## config.mk

```make
export PLATFORM = sky130hd
export DESIGN_NAME = instr_mem_loader
export DESIGN_NICKNAME = d
export VERILOG_FILES = /design/src/rtl/instr_mem_loader.sv
export SDC_FILE = /design/constraint.sdc
export NUM_CORES = 1
export LEC_CHECK = 0
export CAP_MARGIN = 5
export CORE_UTILIZATION = 47
export CTS_CLUSTER_DIAMETER = 200
export DETAILED_ROUTE_END_ITERATION = 8
export PLACE_DENSITY = 0.75
export SYNTH_ARGS = -nofsm -noshare
export SYNTH_HDL_FRONTEND = slang
export SYNTH_SLANG_ARGS = --single-unit
```

## constraint.sdc

```tcl
create_clock -name clk -period 3.42 [get_ports clk]
set_input_delay 0.855 -clock clk [delete_from_list [all_inputs] [get_ports clk]]
set_output_delay 0.855 -clock clk [all_outputs]
set_load 0.02 [all_outputs]
```

## src/rtl/instr_mem_loader.sv

```systemverilog
// Streams 32-bit instruction words into a byte-wide, big-endian instruction memory
// and keeps the core in reset until a program image has loaded without error.
module instr_mem_loader #(
    parameter int MEM_SIZE = 2048,
    parameter int ADDR_W   = 32,
    parameter int LEN_W    = 16
) (
    input  logic              clk,
    input  logic              rst,
    input  logic              load_start,
    input  logic [ADDR_W-1:0] start_addr,
    input  logic [LEN_W-1:0]  load_len,
    input  logic              in_valid,
    input  logic [31:0]       in_data,
    output logic              in_ready,
    output logic              mem_we,
    output logic [ADDR_W-1:0] mem_addr,
    output logic [7:0]        mem_wdata,
    output logic              busy,
    output logic              cpu_hold,
    output logic              done,
    output logic              err,
    output logic [LEN_W-1:0]  words_loaded
);

    typedef enum logic [2:0] {
        IDLE,
        CHECK,
        WAIT_WORD,
        WRITE,
        FIN
    } state_t;

    state_t            state;
    state_t            state_next;
    logic [ADDR_W-1:0] addr_reg;
    logic [LEN_W-1:0]  remaining;
    logic [LEN_W-1:0]  word_count;
    logic [31:0]       word_reg;
    logic [1:0]        bidx;
    logic              err_reg;
    logic              hold_reg;
    logic              set_err;
    logic              out_of_bounds;
    logic [ADDR_W:0]   last_byte;

    // One extra bit so a word near the top of the address space cannot wrap past the check.
    assign last_byte     = {1'b0, addr_reg} + (ADDR_W+1)'(3);
    assign out_of_bounds = last_byte > (ADDR_W+1)'(MEM_SIZE - 1);

    always_ff @(posedge clk) begin
        if (!rst) begin
            state <= IDLE;
        end else begin
            state <= state_next;
        end
    end

    always_comb begin
        state_next = state;
        in_ready   = 1'b0;
        mem_we     = 1'b0;
        mem_addr   = '0;
        mem_wdata  = 8'h00;
        busy       = 1'b0;
        done       = 1'b0;
        set_err    = 1'b0;
        case (state)
            IDLE: begin
                if (load_start) begin
                    state_next = CHECK;
                end
            end
            CHECK: begin
                busy = 1'b1;
                if (addr_reg[1:0] != 2'b00) begin
                    set_err    = 1'b1;
                    state_next = FIN;
                end else if (remaining == '0) begin
                    state_next = FIN;
                end else begin
                    state_next = WAIT_WORD;
                end
            end
            WAIT_WORD: begin
                busy = 1'b1;
                if (out_of_bounds) begin
                    set_err    = 1'b1;
                    state_next = FIN;
                end else begin
                    in_ready = 1'b1;
                    if (in_valid) begin
                        state_next = WRITE;
                    end
                end
            end
            WRITE: begin
                busy     = 1'b1;
                mem_we   = 1'b1;
                mem_addr = addr_reg + ADDR_W'(bidx);
                case (bidx)
                    2'd0:    mem_wdata = word_reg[31:24];
                    2'd1:    mem_wdata = word_reg[23:16];
                    2'd2:    mem_wdata = word_reg[15:8];
                    default: mem_wdata = word_reg[7:0];
                endcase
                if (bidx == 2'd3) begin
                    state_next = (remaining == LEN_W'(1)) ? FIN : WAIT_WORD;
                end
            end
            FIN: begin
                done       = 1'b1;
                state_next = IDLE;
            end
            default: begin
                state_next = IDLE;
            end
        endcase
    end

    always_ff @(posedge clk) begin
        if (!rst) begin
            addr_reg   <= '0;
            remaining  <= '0;
            word_count <= '0;
            word_reg   <= '0;
            bidx       <= 2'd0;
            err_reg    <= 1'b0;
            hold_reg   <= 1'b1;
        end else begin
            if (set_err) begin
                err_reg <= 1'b1;
            end
            case (state)
                IDLE: begin
                    if (load_start) begin
                        addr_reg   <= start_addr;
                        remaining  <= load_len;
                        err_reg    <= 1'b0;
                        word_count <= '0;
                        hold_reg   <= 1'b1;
                    end
                end
                WAIT_WORD: begin
                    if (in_ready && in_valid) begin
                        word_reg <= in_data;
                        bidx     <= 2'd0;
                    end
                end
                WRITE: begin
                    bidx <= bidx + 2'd1;
                    if (bidx == 2'd3) begin
                        addr_reg   <= addr_reg + ADDR_W'(4);
                        remaining  <= remaining - LEN_W'(1);
                        word_count <= word_count + LEN_W'(1);
                    end
                end
                FIN: begin
                    hold_reg <= err_reg;
                end
                default: begin
                end
            endcase
        end
    end

    // The core is released during the FIN cycle itself, not one cycle later.
    assign cpu_hold     = hold_reg & ~((state == FIN) & ~err_reg);
    assign err          = err_reg;
    assign words_loaded = word_count;

endmodule
```

; Word-level counts from Yosys, hierarchy flattened
; Index checks and enable logic that the tools add are counted.
[totals]
register_bits = 103
input_bits = 84
out_inout_bits = 62
word_cells = 80
[classes]
addsub = 6
n_lt_le_gt_ge = 1
n_eq_ne = 12
mux = 35
bitwise = 4
reduce_logical = 14
[ops]
columns = operator, count
row1 = $mux W32, 3
row2 = $mux W16, 4
row3 = $pmux W16 S2, 2
row4 = $pmux W32 S2, 1
row5 = $add A32 B2 Y33 const B, 1
row6 = $gt A33 B11 Y1 const B, 1
row7 = $add A32 B2 Y32, 1
row8 = $add A32 B3 Y32 const B, 1
row9 = $pmux W8 S3, 1
row10 = $mux W3, 7
row11 = $add A16 B1 Y16 const B, 1
row12 = $eq A16 B1 Y1 const B, 1
row13 = $logic_not A16 Y1, 1
row14 = $sub A16 B1 Y16 const B, 1
row15 = $pmux W3 S4, 1
row16 = $mux W1, 11
row17 = $mux W8, 1
row18 = $reduce_bool A2 Y1, 4
row19 = $eq A3 B2 Y1 const B, 2
row20 = $ne A2 B2 Y1 const B, 3
row21 = $reduce_and A2 Y1, 3
row22 = $reduce_and A3 Y1, 2
row23 = $eq A2 B2 Y1 const B, 2
row24 = $pmux W1 S2, 2
row25 = other kinds (13), 15

; Logic depth before layout (Yosys ltp)
[logic_depth]
word_depth = 7
depth_mapped = 13
ltp_nobuf = 10

; Least setup slack after synthesis
; Ideal clock, no wire load.
[synth_timing]
kind = register -> output
startpoint = register addr_reg[10]
endpoint = output port in_ready
arrival_time_ns = 2.833
t_required_ns = 2.565
path_slack_ns = -0.268
stages_incl_launch_ff = 12
cell_sequence = dfxtp_1 -> buf_2 -> nand4_2 -> or3_1 -> clkbuf_2 -> or4_1 -> buf_2 -> a22oi_1 -> and3_1 -> and4_1 -> nand3_1 -> nor3_1
[synth_between]
elab_chain_len = 4
[synth_rtl]
columns = item, line_no
row1 = "start, declared", 36  ; logic [ADDR_W-1:0] addr_reg;
row2 = "start signal, assigned", 137  ; addr_reg <= start_addr;
row3 = "start signal, assigned", 153  ; addr_reg <= addr_reg + ADDR_W'(4);
row4 = $add A32 B2 Y33, 48  ; assign last_byte = {1'b0, addr_reg} + (ADDR_W+1)'(3);
row5 = $gt A33 B11 Y1, 49  ; assign out_of_bounds = last_byte > (ADDR_W+1)'(MEM_SIZE - 1);
row6 = $mux W1, 87  ; if (out_of_bounds) begin
row7 = $mux W1, 68  ; case (state)
row8 = "end, declared", 15  ; output logic in_ready,
; No other way between the ends.

; Worst setup path after layout
[layout_timing]
startpoint = register addr_reg[9]
endpoint = output port in_ready
; Same word-level chain as after synthesis.

==> results.md <==
- Synth Register Bits: between 100 and 150
- Sequential area share after synthesis: 29.7%
- Internal: between 0.002 and 0.0025 W
- Final WS setup: -258 ps
- Failing checks: negative setup slack
- Via-per-instance ratio: ~5.7
- Finished Layout Cells: between 1000 and 1500
- Most frequent cells in the layout: nand2_1, buf_4, clkdlybuf4s50_1
- Reg2reg end: word_reg[22]
- Yosys warns: 0
- Die height: 124 µm
- RSZ-0062 raised after global routing: yes
- Final hold vios: 0
- Clock skew: approximately 8 ps
- Commonest non-fill, non-tap cell in the layout: nand2_1
- Min-delay worst type: flip-flop to flip-flop
- Clock Latency Late Sink: 360 ps
- Setup Viol. Count Final: 4
- N_diodes: 0
- CTS Hold Bufs: 0
- Critical path endpoint category: output port
- # DRC: 0
- Cts bufs inserted: 9
- Share of cells above drive strength 1: 19.1%
- Synthesis-to-finish area growth: 40.4%
- Top FF cell, synth: dfxtp_1
- Comb power frac: 27.1%
- Setup crit start: addr_reg[9]
- CP Max Fanout: 5
- Initial antenna violation count: 0
- Root Buffer: clkbuf_16
- Nets: 1264
- GPL Wtd Cong: 0.979
- Total Routing Usage GR: 28.4%
- Worst-path cell chain: nand4_4, or4_4, buf_6, nor3_4, mux2i_1, and3_4, and4_4, nand3_4, nor3_4, buf_6
- Gr ovfl total: 0
- Actual slew at the worst max-slew pin: 686 ps
- Via count: 7717
- CP Class: flip-flop to output port
- Clock tree buffer depth: 2
- CP Capture Point: in_ready
- Iter 0 DRT Violations: 622
- Reg-to-reg startpoint: addr_reg[9]
- Switching portion of total power: 31.1%
- Full die area: 0.0153 mm²
- Asr flop ratio synth: 0%
- Flop pwr share: 41.5%
- Rel. slew slack: 53.9%
- Core Region: 0.0145 mm²
- Maximum clock rate: ~270 MHz
- Minimum clock period after layout: 3680 ps
- Synth area leaders: dfxtp_1, nand2_1, nor2_1
- Count of different cell masters after synthesis: 59
- Psw: 0.000993 W
- Final worst-path cycle share: 108%
- Synth area leader: dfxtp_1
- Post-DR wirelength/cell: 15.9 µm
- First-pass GRT wire length: 33800 µm
- Crit-path max cell delay: 590 ps
- WP data required: 2560 ps
- Clock tree sinks: 103
- Die Wd: around 120 µm
- Reg-to-reg setup timing slack: 360 ps
- Starting Density: around half
- Clk network pwr share: 31.4%
- Max Cap Viol: 0
- Mapped Nets: 1073
- Leakage: roughly 3.8 nW
- Pin count of the biggest net entering global routing: 98
- Mean Syn Cell Area: just over 7 µm²
- Inst Count DP: between 1000 and 1500
- I/O pin count: 146
- CTS H-tree depth: 3
- Vias in the first global route: 6970
- TritonCTS clock tree: built
- Cell row count: 44
- Kind of start point of the critical path: flip-flop
- PortBufs: 145
- Post-synthesis cell area: 0.00695 mm²
- Post-synth EDFFs: 0
- R2R depth: 11
- Worst EP arrival: 2820 ps
- Status: finished, violations left
- DRT Wirelength: between 20000 and 25000 µm
- Post-DP HPWL: 15700 µm
- Post-route ant nets: 0
- Pre-antenna DRT Iters: 7
- Syn Inst Count: 976
- P per Cell Area: between 300 and 400 mW/mm²
- VDD IR max: 0.287 mV
- Yosys top cell area share: 29.7%
- Slew Viols, Final: 0
- Clock transition at path regs: 70 ps
- CP max stage cell: or4_4
- DP Worst Slack: -478 ps
-- area by class of cell --
cell class                      instances  area, µm²
Multi-Input combinational cell        760       4660
Inverter                               22       86.3
Clock inverter                          5       38.8
Timing Repair Buffer                  271       2420
Sequential cell                       103       2080
Clock buffer                           11        243
Tap cell                              184        230
Fill cell                            1252       4720
-- power by group through the flow --
stage / combinational [W] / clock (W) / sequential (W)
5_1_grt: 0.000942 / 0.00107 / 0.00133
4_1_cts: 0.000836 / 0.00102 / 0.00132
6_report: 0.000864 / 0.00100 / 0.00132
3_3_place_gp: 0.000807 / 0 / 0.00134
2_1_floorplan: 0.000467 / 0 / 0.00133
3_5_place_dp: 0.000815 / 0 / 0.00134
-- synth_stat cells, types with 3 or more instances --
library cell  instances
and2_1               32
a21boi_0              6
buf_4                 4
dfxtp_1             103
nor2b_1              12
nor2_1              107
buf_12                3
a222oi_1              9
inv_1                22
a21oi_1              71
or3_1                19
o211a_1               3
xnor2_1              12
nor3_1               30
a22oi_1              17
xor2_1               25
or2_2                 6
a21o_1                4
clkbuf_1             64
and4_1                6
nand2b_1              4
o31ai_1               9
ha_1                 12
nand2_1             141
or4_1                 6
buf_1                 8
nor4_1               12
and3_1                6
nand3_1              35
o22ai_1               9
o21ai_0              74
mux2i_1              35
a31oi_1               8
nand4_1              21
buf_2                 9
-- worst max-delay path, delay by kind of cell, from the launching register on --
family	cells	cell delay, ps
muxes	1	270
DFF	1	360
and+or+nand+nor	7	1540
buffers and inverters	2	300
-- how the worst min path moves through the flow --
| stage | startpoint | end | cells past startpoint |
|---|---|---|---|
| after detailed placement | word_reg[12] | word_reg[12] | 2 |
| after CTS | word_reg[8] | word_reg[8] | 2 |
| after global routing | word_reg[12] | word_reg[12] | 2 |
| final | word_reg[8] | word_reg[8] | 2 |
| after global placement | word_reg[30] | word_reg[30] | 2 |
| after floorplan | word_reg[24] | word_reg[24] | 2 |
-- what timing repair did --
action	CTS	global route
buffers inserted	4	4
endpoints found under the setup margin	22	28
pin swaps	13	21
gates resized for setup	91	54
hold endpoints to repair	0	0
-- kinds of logic after synthesis --
family / after synthesis / synth area share (%)
compound gates: 227 / 19.7
xor+xnor: 37 / 4.66
fa+ha+maj: 13 / 2.45
buf+inv: 113 / 7.33
flops: 103 / 29.7
mux: 37 / 5.36
simple gates: 446 / 30.9
-- metal layers --
layer / track usage (%) / share of wire (%) / routed length [µm]
met5: 0 / 0 / 0
met4: 10.5 / 2.5 / 531
met3: 5.27 / 6.5 / 1400
met2: 47.4 / 48 / 10300
met1: 36.3 / 43 / 9340
-- per-stage QoR --
step	utilization (%)	hold WS (ps)	cell area (µm²)	TNS [ps]	total power, W
floorplan	-	434	6970	-5.81	0.00179
global placement	63.4	442	9180	-1200	0.00215
detailed placement	63.4	449	9180	-1890	0.00216
CTS	66.4	464	9610	-332	0.00317
global route	67.4	477	9760	-867	0.00334
finish	67.4	462	9760	-374	0.00319
Power figures use the tool's default switching activity.
